### src/rtl/mul_err_accum_if.sv
// Handshake bundle between the error-characterisation stage and its harness:
// sample stream in, window results out, plus start/busy control.
interface mul_err_accum_if #(
    parameter int WIDTH       = 8,
    parameter int NUM_SAMPLES = 256,
    parameter int SUM_W       = 32
);
    localparam int CNT_W = $clog2(NUM_SAMPLES + 1);

    logic                 start;
    logic                 busy;
    logic                 in_valid;
    logic                 in_ready;
    logic [WIDTH-1:0]     op_a;
    logic [WIDTH-1:0]     op_b;
    logic [2*WIDTH-1:0]   approx_p;
    logic                 res_valid;
    logic                 res_ready;
    logic [SUM_W-1:0]     sum_ed;
    logic                 sum_sat;
    logic [CNT_W-1:0]     err_count;
    logic [2*WIDTH-1:0]   max_ed;

    modport master (
        output start, in_valid, op_a, op_b, approx_p, res_ready,
        input  busy, in_ready, res_valid, sum_ed, sum_sat, err_count, max_ed
    );

    modport slave (
        input  start, in_valid, op_a, op_b, approx_p, res_ready,
        output busy, in_ready, res_valid, sum_ed, sum_sat, err_count, max_ed
    );
endinterface

### src/rtl/mul_err_accum.sv
// Error-distance accumulator for approximate multipliers: per window of
// NUM_SAMPLES it reports saturating sum of |exact-approx|, non-zero count and max.
module mul_err_accum #(
    parameter int WIDTH       = 8,
    parameter int NUM_SAMPLES = 256,
    parameter int SUM_W       = 32
) (
    input  logic             clk,
    input  logic             rst,
    mul_err_accum_if.slave   bus
);
    localparam int PW    = 2 * WIDTH;
    localparam int CNT_W = $clog2(NUM_SAMPLES + 1);
    // Adder wide enough for either operand plus a carry, so a narrow SUM_W still sees every overflow.
    localparam int AW    = ((SUM_W > PW) ? SUM_W : PW) + 1;

    typedef enum logic [1:0] {IDLE, ACCUM, DRAIN, REPORT} state_t;

    state_t             state, state_nx;
    logic [CNT_W-1:0]   accepted;
    logic               hs, last_hs, clr;
    logic [PW-1:0]      exact, ed_d, ed_q;
    logic               ed_vld;
    logic [AW-1:0]      sum_ext;
    logic [SUM_W-1:0]   sum_q;
    logic               sat_q;
    logic [CNT_W-1:0]   cnt_q;
    logic [PW-1:0]      max_q;

    assign bus.in_ready  = (state == ACCUM) && (accepted < CNT_W'(NUM_SAMPLES));
    assign bus.res_valid = (state == REPORT);
    assign bus.busy      = (state != IDLE);
    assign bus.sum_ed    = sum_q;
    assign bus.sum_sat   = sat_q;
    assign bus.err_count = cnt_q;
    assign bus.max_ed    = max_q;

    assign hs      = bus.in_valid && bus.in_ready;
    assign last_hs = hs && (accepted == CNT_W'(NUM_SAMPLES - 1));
    assign clr     = (state == IDLE) && bus.start;

    assign exact   = PW'(bus.op_a) * PW'(bus.op_b);
    assign ed_d    = (exact >= bus.approx_p) ? exact - bus.approx_p : bus.approx_p - exact;
    assign sum_ext = AW'(sum_q) + AW'(ed_q);

    always_ff @(posedge clk or posedge rst) begin
        if (rst) state <= IDLE;
        else     state <= state_nx;
    end

    // DRAIN waits only for the stage-1 register: the accumulate it feeds lands on the same edge it empties.
    always_comb begin
        state_nx = state;
        unique case (state)
            IDLE:    if (bus.start)     state_nx = ACCUM;
            ACCUM:   if (last_hs)       state_nx = DRAIN;
            DRAIN:   if (!ed_vld)       state_nx = REPORT;
            REPORT:  if (bus.res_ready) state_nx = IDLE;
            default:                    state_nx = IDLE;
        endcase
    end

    always_ff @(posedge clk or posedge rst) begin
        if (rst) begin
            accepted <= '0;
            ed_vld   <= 1'b0;
            ed_q     <= '0;
            sum_q    <= '0;
            sat_q    <= 1'b0;
            cnt_q    <= '0;
            max_q    <= '0;
        end else begin
            ed_vld <= hs;
            if (hs) ed_q <= ed_d;
            if (clr) begin
                accepted <= '0;
                sum_q    <= '0;
                sat_q    <= 1'b0;
                cnt_q    <= '0;
                max_q    <= '0;
            end else begin
                if (hs) accepted <= accepted + CNT_W'(1);
                if (ed_vld) begin
                    if (|sum_ext[AW-1:SUM_W]) begin
                        sum_q <= '1;
                        sat_q <= 1'b1;
                    end else begin
                        sum_q <= sum_ext[SUM_W-1:0];
                    end
                    if (ed_q != '0)   cnt_q <= cnt_q + CNT_W'(1);
                    if (ed_q > max_q) max_q <= ed_q;
                end
            end
        end
    end
endmodule

### src/flat_wrapper.sv
// flat-port wrapper written by rule: the top's interface ports become plain ports
module mul_err_accum_flat 
#(
    parameter int WIDTH       = 8,
    parameter int NUM_SAMPLES = 256,
    parameter int SUM_W       = 32
)
  (clk, rst, bus_start, bus_in_valid, bus_op_a, bus_op_b, bus_approx_p, bus_res_ready, bus_busy, bus_in_ready, bus_res_valid, bus_sum_ed, bus_sum_sat, bus_err_count, bus_max_ed);
  mul_err_accum_if #(.WIDTH(WIDTH), .NUM_SAMPLES(NUM_SAMPLES), .SUM_W(SUM_W)) bus_i ();
  input  logic clk;
  input  logic rst;
  input wire logic [$bits(bus_i.start)-1:0] bus_start;
  input wire logic [$bits(bus_i.in_valid)-1:0] bus_in_valid;
  input wire logic [$bits(bus_i.op_a)-1:0] bus_op_a;
  input wire logic [$bits(bus_i.op_b)-1:0] bus_op_b;
  input wire logic [$bits(bus_i.approx_p)-1:0] bus_approx_p;
  input wire logic [$bits(bus_i.res_ready)-1:0] bus_res_ready;
  output wire logic [$bits(bus_i.busy)-1:0] bus_busy;
  output wire logic [$bits(bus_i.in_ready)-1:0] bus_in_ready;
  output wire logic [$bits(bus_i.res_valid)-1:0] bus_res_valid;
  output wire logic [$bits(bus_i.sum_ed)-1:0] bus_sum_ed;
  output wire logic [$bits(bus_i.sum_sat)-1:0] bus_sum_sat;
  output wire logic [$bits(bus_i.err_count)-1:0] bus_err_count;
  output wire logic [$bits(bus_i.max_ed)-1:0] bus_max_ed;
  assign bus_i.start = bus_start;
  assign bus_i.in_valid = bus_in_valid;
  assign bus_i.op_a = bus_op_a;
  assign bus_i.op_b = bus_op_b;
  assign bus_i.approx_p = bus_approx_p;
  assign bus_i.res_ready = bus_res_ready;
  assign bus_busy = bus_i.busy;
  assign bus_in_ready = bus_i.in_ready;
  assign bus_res_valid = bus_i.res_valid;
  assign bus_sum_ed = bus_i.sum_ed;
  assign bus_sum_sat = bus_i.sum_sat;
  assign bus_err_count = bus_i.err_count;
  assign bus_max_ed = bus_i.max_ed;
  mul_err_accum #(.WIDTH(WIDTH), .NUM_SAMPLES(NUM_SAMPLES), .SUM_W(SUM_W)) u_core (.clk(clk), .rst(rst), .bus(bus_i));
endmodule
### config.mk
export PLATFORM = sky130hd
export DESIGN_NAME = mul_err_accum_flat
export DESIGN_NICKNAME = d
export VERILOG_FILES = /design/src/rtl/mul_err_accum_if.sv /design/src/rtl/mul_err_accum.sv /design/src/flat_wrapper.sv
export SDC_FILE = /design/constraint.sdc
export NUM_CORES = 1
export LEC_CHECK = 0
export ABC_AREA = 0
export CORE_ASPECT_RATIO = 0.6
export CORE_UTILIZATION = 40
export DETAILED_ROUTE_END_ITERATION = 16
export PLACE_DENSITY = 0.58
export SLEW_MARGIN = 0
export SYNTH_ARGS = -nofsm -noshare
export SYNTH_HDL_FRONTEND = slang
export SYNTH_SLANG_ARGS = --single-unit
export TNS_END_PERCENT = 10
### constraint.sdc
create_clock -name clk -period 4.5 [get_ports clk]
set_input_delay 0.9 -clock clk [delete_from_list [all_inputs] [get_ports clk]]
set_output_delay 0.9 -clock clk [all_outputs]
set_load 0.02 [all_outputs]
# Word level (Yosys, flattened, before mapping)
# Cells that the tools add are included.
dict set report totals {
  ff_bits 86
  inputBits 37
}
dict set report op_classes {
  add_sub_neg 5
  multipliers 1
  n_lt_le_gt_ge 3
  eq_ne 8
  muxes 20
  reduce_logical 16
}
# op n
set ops {}
lappend ops {{$mux W32} 3}
lappend ops {{$mux W16} 4}
lappend ops {{$mux W9} 5}
lappend ops {{$add A32 B16 Y33} 1}
lappend ops {{$sub A16 B16 Y16} 2}
lappend ops {{$add A9 B1 Y9 const B} 2}
lappend ops {{$ge A16 B16 Y1} 1}
lappend ops {{$gt A16 B16 Y1} 1}
lappend ops {{$mul A8 B8 Y16} 1}
lappend ops {{$reduce_bool A16 Y1} 1}
lappend ops {{$reduce_bool A2 Y1} 6}
lappend ops {{$eq A9 B8 Y1 const B} 1}
lappend ops {{$lt A9 B9 Y1 const B} 1}
lappend ops {{$mux W2} 4}
lappend ops {{$pmux W2 S4} 1}
lappend ops {{$ne A2 B2 Y1 const B} 3}
lappend ops {{$reduce_and A2 Y1} 3}
lappend ops {{$eq A2 B2 Y1 const B} 2}
lappend ops {{$logic_and A1 B1 Y1} 4}
lappend ops {{$reduce_and A4 Y1} 1}
lappend ops {{$mux W1} 3}
lappend ops {{$eq A2 B1 Y1 const B} 1}
lappend ops {{$logic_not A2 Y1} 1}
lappend ops {{$ne A2 B1 Y1 const B} 1}

# Longest topological paths before layout
dict set report logic_depth {
  ltp_word 6
  ltp_mapped 27
}

# Worst setup path before layout
# OpenSTA, ideal clock, no wires.
dict set report synth_path {
  kind {input -> register}
  from {input port bus_op_a[1]}
  to {register u_core.ed_q[14]}
  t_arrival_ps 6187
  path_slack_ps -1816
  cell_stages 25
  path_buffers 1
  path_cell_list {and2_1 fa_1 fa_1 fa_1 inv_1 fa_1 inv_1 ha_1 nor3_1 nor2_1 a31oi_1 nor2b_1 o21a_1 o41a_1 xnor2_1 ha_1 a211oi_1 nand2_1 nor3_1 a21o_2 buf_6 mux2i_1 o31ai_2 xnor2_1 o21ai_1}
}
dict set report synth_via {
  elab_chain_cells 3
  elab_cells_between_ends 5
  cone_classes {2 x add/sub; 1 x mul; 1 x order compare; 1 x mux}
}
# item line_no
set synth_rtl {}
lappend synth_rtl {{start: declaration} flat_wrapper.sv:14} ;# input wire logic [$bits(bus_i.op_a)-1:0] bus_op_a;
lappend synth_rtl {{$mul A8 B8 Y16 *} mul_err_accum.sv:42} ;# assign exact = PW'(bus.op_a) * PW'(bus.op_b);
lappend synth_rtl {{$sub A16 B16 Y16 or $ge A16 B16 Y1 (tied branches)} mul_err_accum.sv:43} ;# assign ed_d = (exact >= bus.approx_p) ? exact - bus.approx_p : bus.approx_p - exact;
lappend synth_rtl {{$mux W16 *} mul_err_accum.sv:43}
lappend synth_rtl {{end signal: assignment} mul_err_accum.sv:67} ;# ed_q <= '0;
lappend synth_rtl {{end signal: assignment} mul_err_accum.sv:74} ;# if (hs) ed_q <= ed_d;
lappend synth_rtl {{end: declaration} mul_err_accum.sv:22} ;# logic [PW-1:0] exact, ed_d, ed_q;
# Mark *: on every way between the ends. The rest lies on a longest branch, timed or not.
# A chain may end at the register's enable or synchronous reset.

# Final worst setup path
dict set report layout_path {
  from {input port bus_op_a[3]}
  to {register u_core.ed_q[14]}
}
# Same word-level chain as after synthesis.

==> results.txt <==
status - finished with violations
failing checks - negative setup slack
syn nets - 1,174
Tot GR Track Use - 0.216
port bufs - 97
Die Y - 116 microns
Setup CP Type - input pin to flop
Cell Pwr Density - 726 mW/mm^2
post-DP HPWL - 18,400 microns
Net Sw Power - 0.00370 W
Ports - 98
clk slew on worst S/H paths - 0.06 ns
Final Slew Violations - 0
FP Rows - 41
relative slew slack - 0.262
Yosys reg bits - 86
Flop pwr share - 0.160
# diodes - 0
leakage dissipation - 5.46 nW
First DRT Iteration DRCs - 509
H-tree levels - 3
RSZ-0062 raised after global routing - true
ANT nets after route - 0
count of cell types in the netlist - 72
DR DRC count - 0
CTS tree - yes
Num CTS Buffers - 9
nets@finish - 1,375
P&R area growth vs syn - 31.5%
layout cells sized above 1 - 0.193
sequential area share after synthesis - 0.250
ys async rst share - 1.00
Longest Clk Path Bufs - 2
crit path max fanout - 7
Critical Path RT - 4.71 ns
clock share of power - 0.097
first-pass GRT wire length - 37,700 microns
final cycle utilization of the critical path - 1.35
syn_area_per_cell - 8.69 sq um
root buf cell - clkbuf_16
fmax - 0.165 GHz
fin crit period - 6.06 ns
Gate Count Post-Synth - 991
die area - 0.0221 sq mm
worst setup margin - -1.56 ns
Setup crit end kind - flop
Sw Share - 0.450
Post-Route WL - 23,200 microns
hold crit path type - flop to flop
PnR Total Power - 0.00823 W
yosys warns - 0
global placement routability congestion - 0.854
Pre-antenna DRT Iters - 5
VDD IR max - 0.406 mV
crit path launch type - input pin
wire length per cell - 15.7 microns
cell area after synthesis - 0.00862 sq mm
Hold WS - 0.481 ns
Starting Density - 0.409
vias in the first global route - 7,048
Vias per Instance - 5.15
initial antenna violation count - 0
Die W - 191 microns
Worst-Skew Late Latency - 0.34 ns
Combinational Power Share - 0.742
largest net degree at the start of global routing - 38
Most used DFF post-synth - dfrtp_1
WP data arrival - 6.27 ns
total via count in the routed design - 7,604
# Max-Cap Violations - 0
skew final - 0.00961 ns
GRT overflow - 0
Int Power - 0.00452 W
slew of the pin with the lowest slew margin - 1.11 ns
EDFF count, synth - 0
total clock sinks - 86
core footprint - 0.0211 sq mm
final hold vios - 0
Final Setup Violations - 15
logic make-up (layout without fill, tap and decap cells):
logic type	count (synthesis)	in the layout	synth area share
flops	86	86	0.250
buf+inv	153	359	0.0730
xor+xnor	60	60	0.0610
fa+ha+maj	146	146	0.246
compound gates	235	235	0.178
simple gates	298	298	0.177
mux	13	13	0.0151
metal layers:
metal,global-route usage,wire [microns],up-vias
li1,-,-,3817
met1,0.370,13000,3573
met2,0.274,8680,202
met3,0.0391,1490,12
met4,0.0222,96,0
met5,0,0,-
layout by cell type (no fill, tap or decap), drive strengths merged, types with 33 or more instances in the layout:
| cell | netlist | layout |
|---|---|---|
| o21ai | 86 | 86 |
| inv | 118 | 117 |
| ha | 107 | 107 |
| a21oi | 50 | 50 |
| and2 | 57 | 57 |
| fa | 39 | 39 |
| nor2 | 50 | 50 |
| nand2 | 83 | 83 |
| xnor2 | 33 | 33 |
| clkdlybuf4s50 | 0 | 81 |
| buf | 11 | 137 |
| dfrtp | 86 | 86 |
| nand3 | 34 | 34 |
state kept, by name, indices dropped and copies added, names as in the netlist:
signal                flops
u_core.bus.sum_ed        32
u_core.bus.sum_sat        1
u_core.accepted           9
u_core.bus.max_ed        16
u_core.ed_vld             1
u_core.bus.err_count      9
u_core.ed_q              16
u_core.state              2
timing repair:
item | CTS | global route
gates cloned | 1 | 0
gates resized for setup | 83 | 26
endpoints found under the setup margin | 15 | 15
pin swaps | 27 | 28
buffers inserted | 3 | 4
hold buffers | 0 | 0
cells in the mapped netlist (all sizes together), types with 3 or more instances:
| master | instances | area share |
|---|---|---|
| a21oi | 50 | 0.029 |
| a31oi | 9 | 0.0073 |
| or4 | 6 | 0.0052 |
| nor3 | 12 | 0.0070 |
| nor2 | 50 | 0.022 |
| ha | 107 | 0.16 |
| o22ai | 3 | 0.0022 |
| inv | 118 | 0.051 |
| o221ai | 4 | 0.0041 |
| nor4 | 4 | 0.0029 |
| fa | 39 | 0.091 |
| clkbuf | 24 | 0.011 |
| o21ai | 86 | 0.050 |
| nand4 | 12 | 0.012 |
| xor2 | 27 | 0.027 |
| nand2 | 83 | 0.036 |
| dfrtp | 86 | 0.25 |
| o21bai | 7 | 0.0061 |
| or3 | 6 | 0.0044 |
| and2 | 57 | 0.041 |
| o31ai | 5 | 0.0061 |
| nand3 | 34 | 0.020 |
| and4 | 4 | 0.0041 |
| buf | 11 | 0.011 |
| and3 | 12 | 0.0087 |
| nor2b | 6 | 0.0044 |
| o211ai | 7 | 0.0067 |
| mux2i | 13 | 0.015 |
| o21a | 5 | 0.0044 |
| a211oi | 13 | 0.013 |
| a21o | 24 | 0.021 |
| nand2b | 7 | 0.0051 |
| xnor2 | 33 | 0.034 |
per-stage QoR:
stage | setup TNS, ns | instance area [sq um] | setup slack (ns) | instances | utilization
after global routing | -26.39 | 11300 | -1.80 | 1476 | 0.537
after CTS | -22.53 | 11200 | -1.59 | 1472 | 0.531
after global placement | -35.35 | 10800 | -2.43 | 1452 | 0.512
after floorplan | -20.78 | 8740 | -1.52 | 991 | -
after detailed placement | -36.99 | 10800 | -2.53 | 1452 | 0.512
final | -22.53 | 11300 | -1.56 | 1476 | 0.537
critical path, cell delays in order:
cell	delay [ns]
buf_4	0.15
and2_4	0.16
fa_1	0.56
fa_1	0.44
fa_1	0.49
inv_1	0.06
fa_1	0.50
inv_2	0.05
ha_4	0.18
buf_4	0.14
nor2_1	0.08
nor2_1	0.05
a31oi_1	0.19
nor2b_1	0.10
o21ai_2	0.18
a21oi_2	0.10
xor2_1	0.16
ha_1	0.33
a211oi_2	0.26
nand2_2	0.11
nor3_4	0.26
a21oi_4	0.11
buf_12	0.17
o311a_1	0.11
o31ai_2	0.24
xnor2_1	0.14
o21ai_1	0.07
power by group through the flow:
stage,clock network [W],logic [W],registers [W]
6_report,0.000801,0.00611,0.00132
5_1_grt,0.000858,0.00675,0.00134
4_1_cts,0.000815,0.00591,0.00131
3_5_place_dp,0,0.00571,0.00132
3_3_place_gp,0,0.00567,0.00132
2_1_floorplan,0,0.00352,0.00134
area by class of cell:
cell class	count	area, sq um
fill	1908	9760
timing repair buffer	225	1940
inverter	118	444
tap	279	349
clock buffer	12	246
multi-input combinational	752	6120
sequential	86	2150
clock inverter	4	70.1
final timing paths:
check	slack [ns]	from	cells after the start	end
max in group asynchronous	2.63	rst	3	u_core.ed_q[14]
worst min register to register	0.48	u_core.bus.sum_sat	2	u_core.bus.sum_sat
worst max register to register	1.30	u_core.ed_q[0]	10	u_core.bus.sum_ed[12]
worst min-delay path	0.48	u_core.bus.sum_sat	2	u_core.bus.sum_sat
worst max-delay path	-1.56	bus_op_a[3]	27	u_core.ed_q[14]
min in group asynchronous	0.96	rst	2	u_core.bus.err_count[5]
Power figures use the tool's default switching activity.
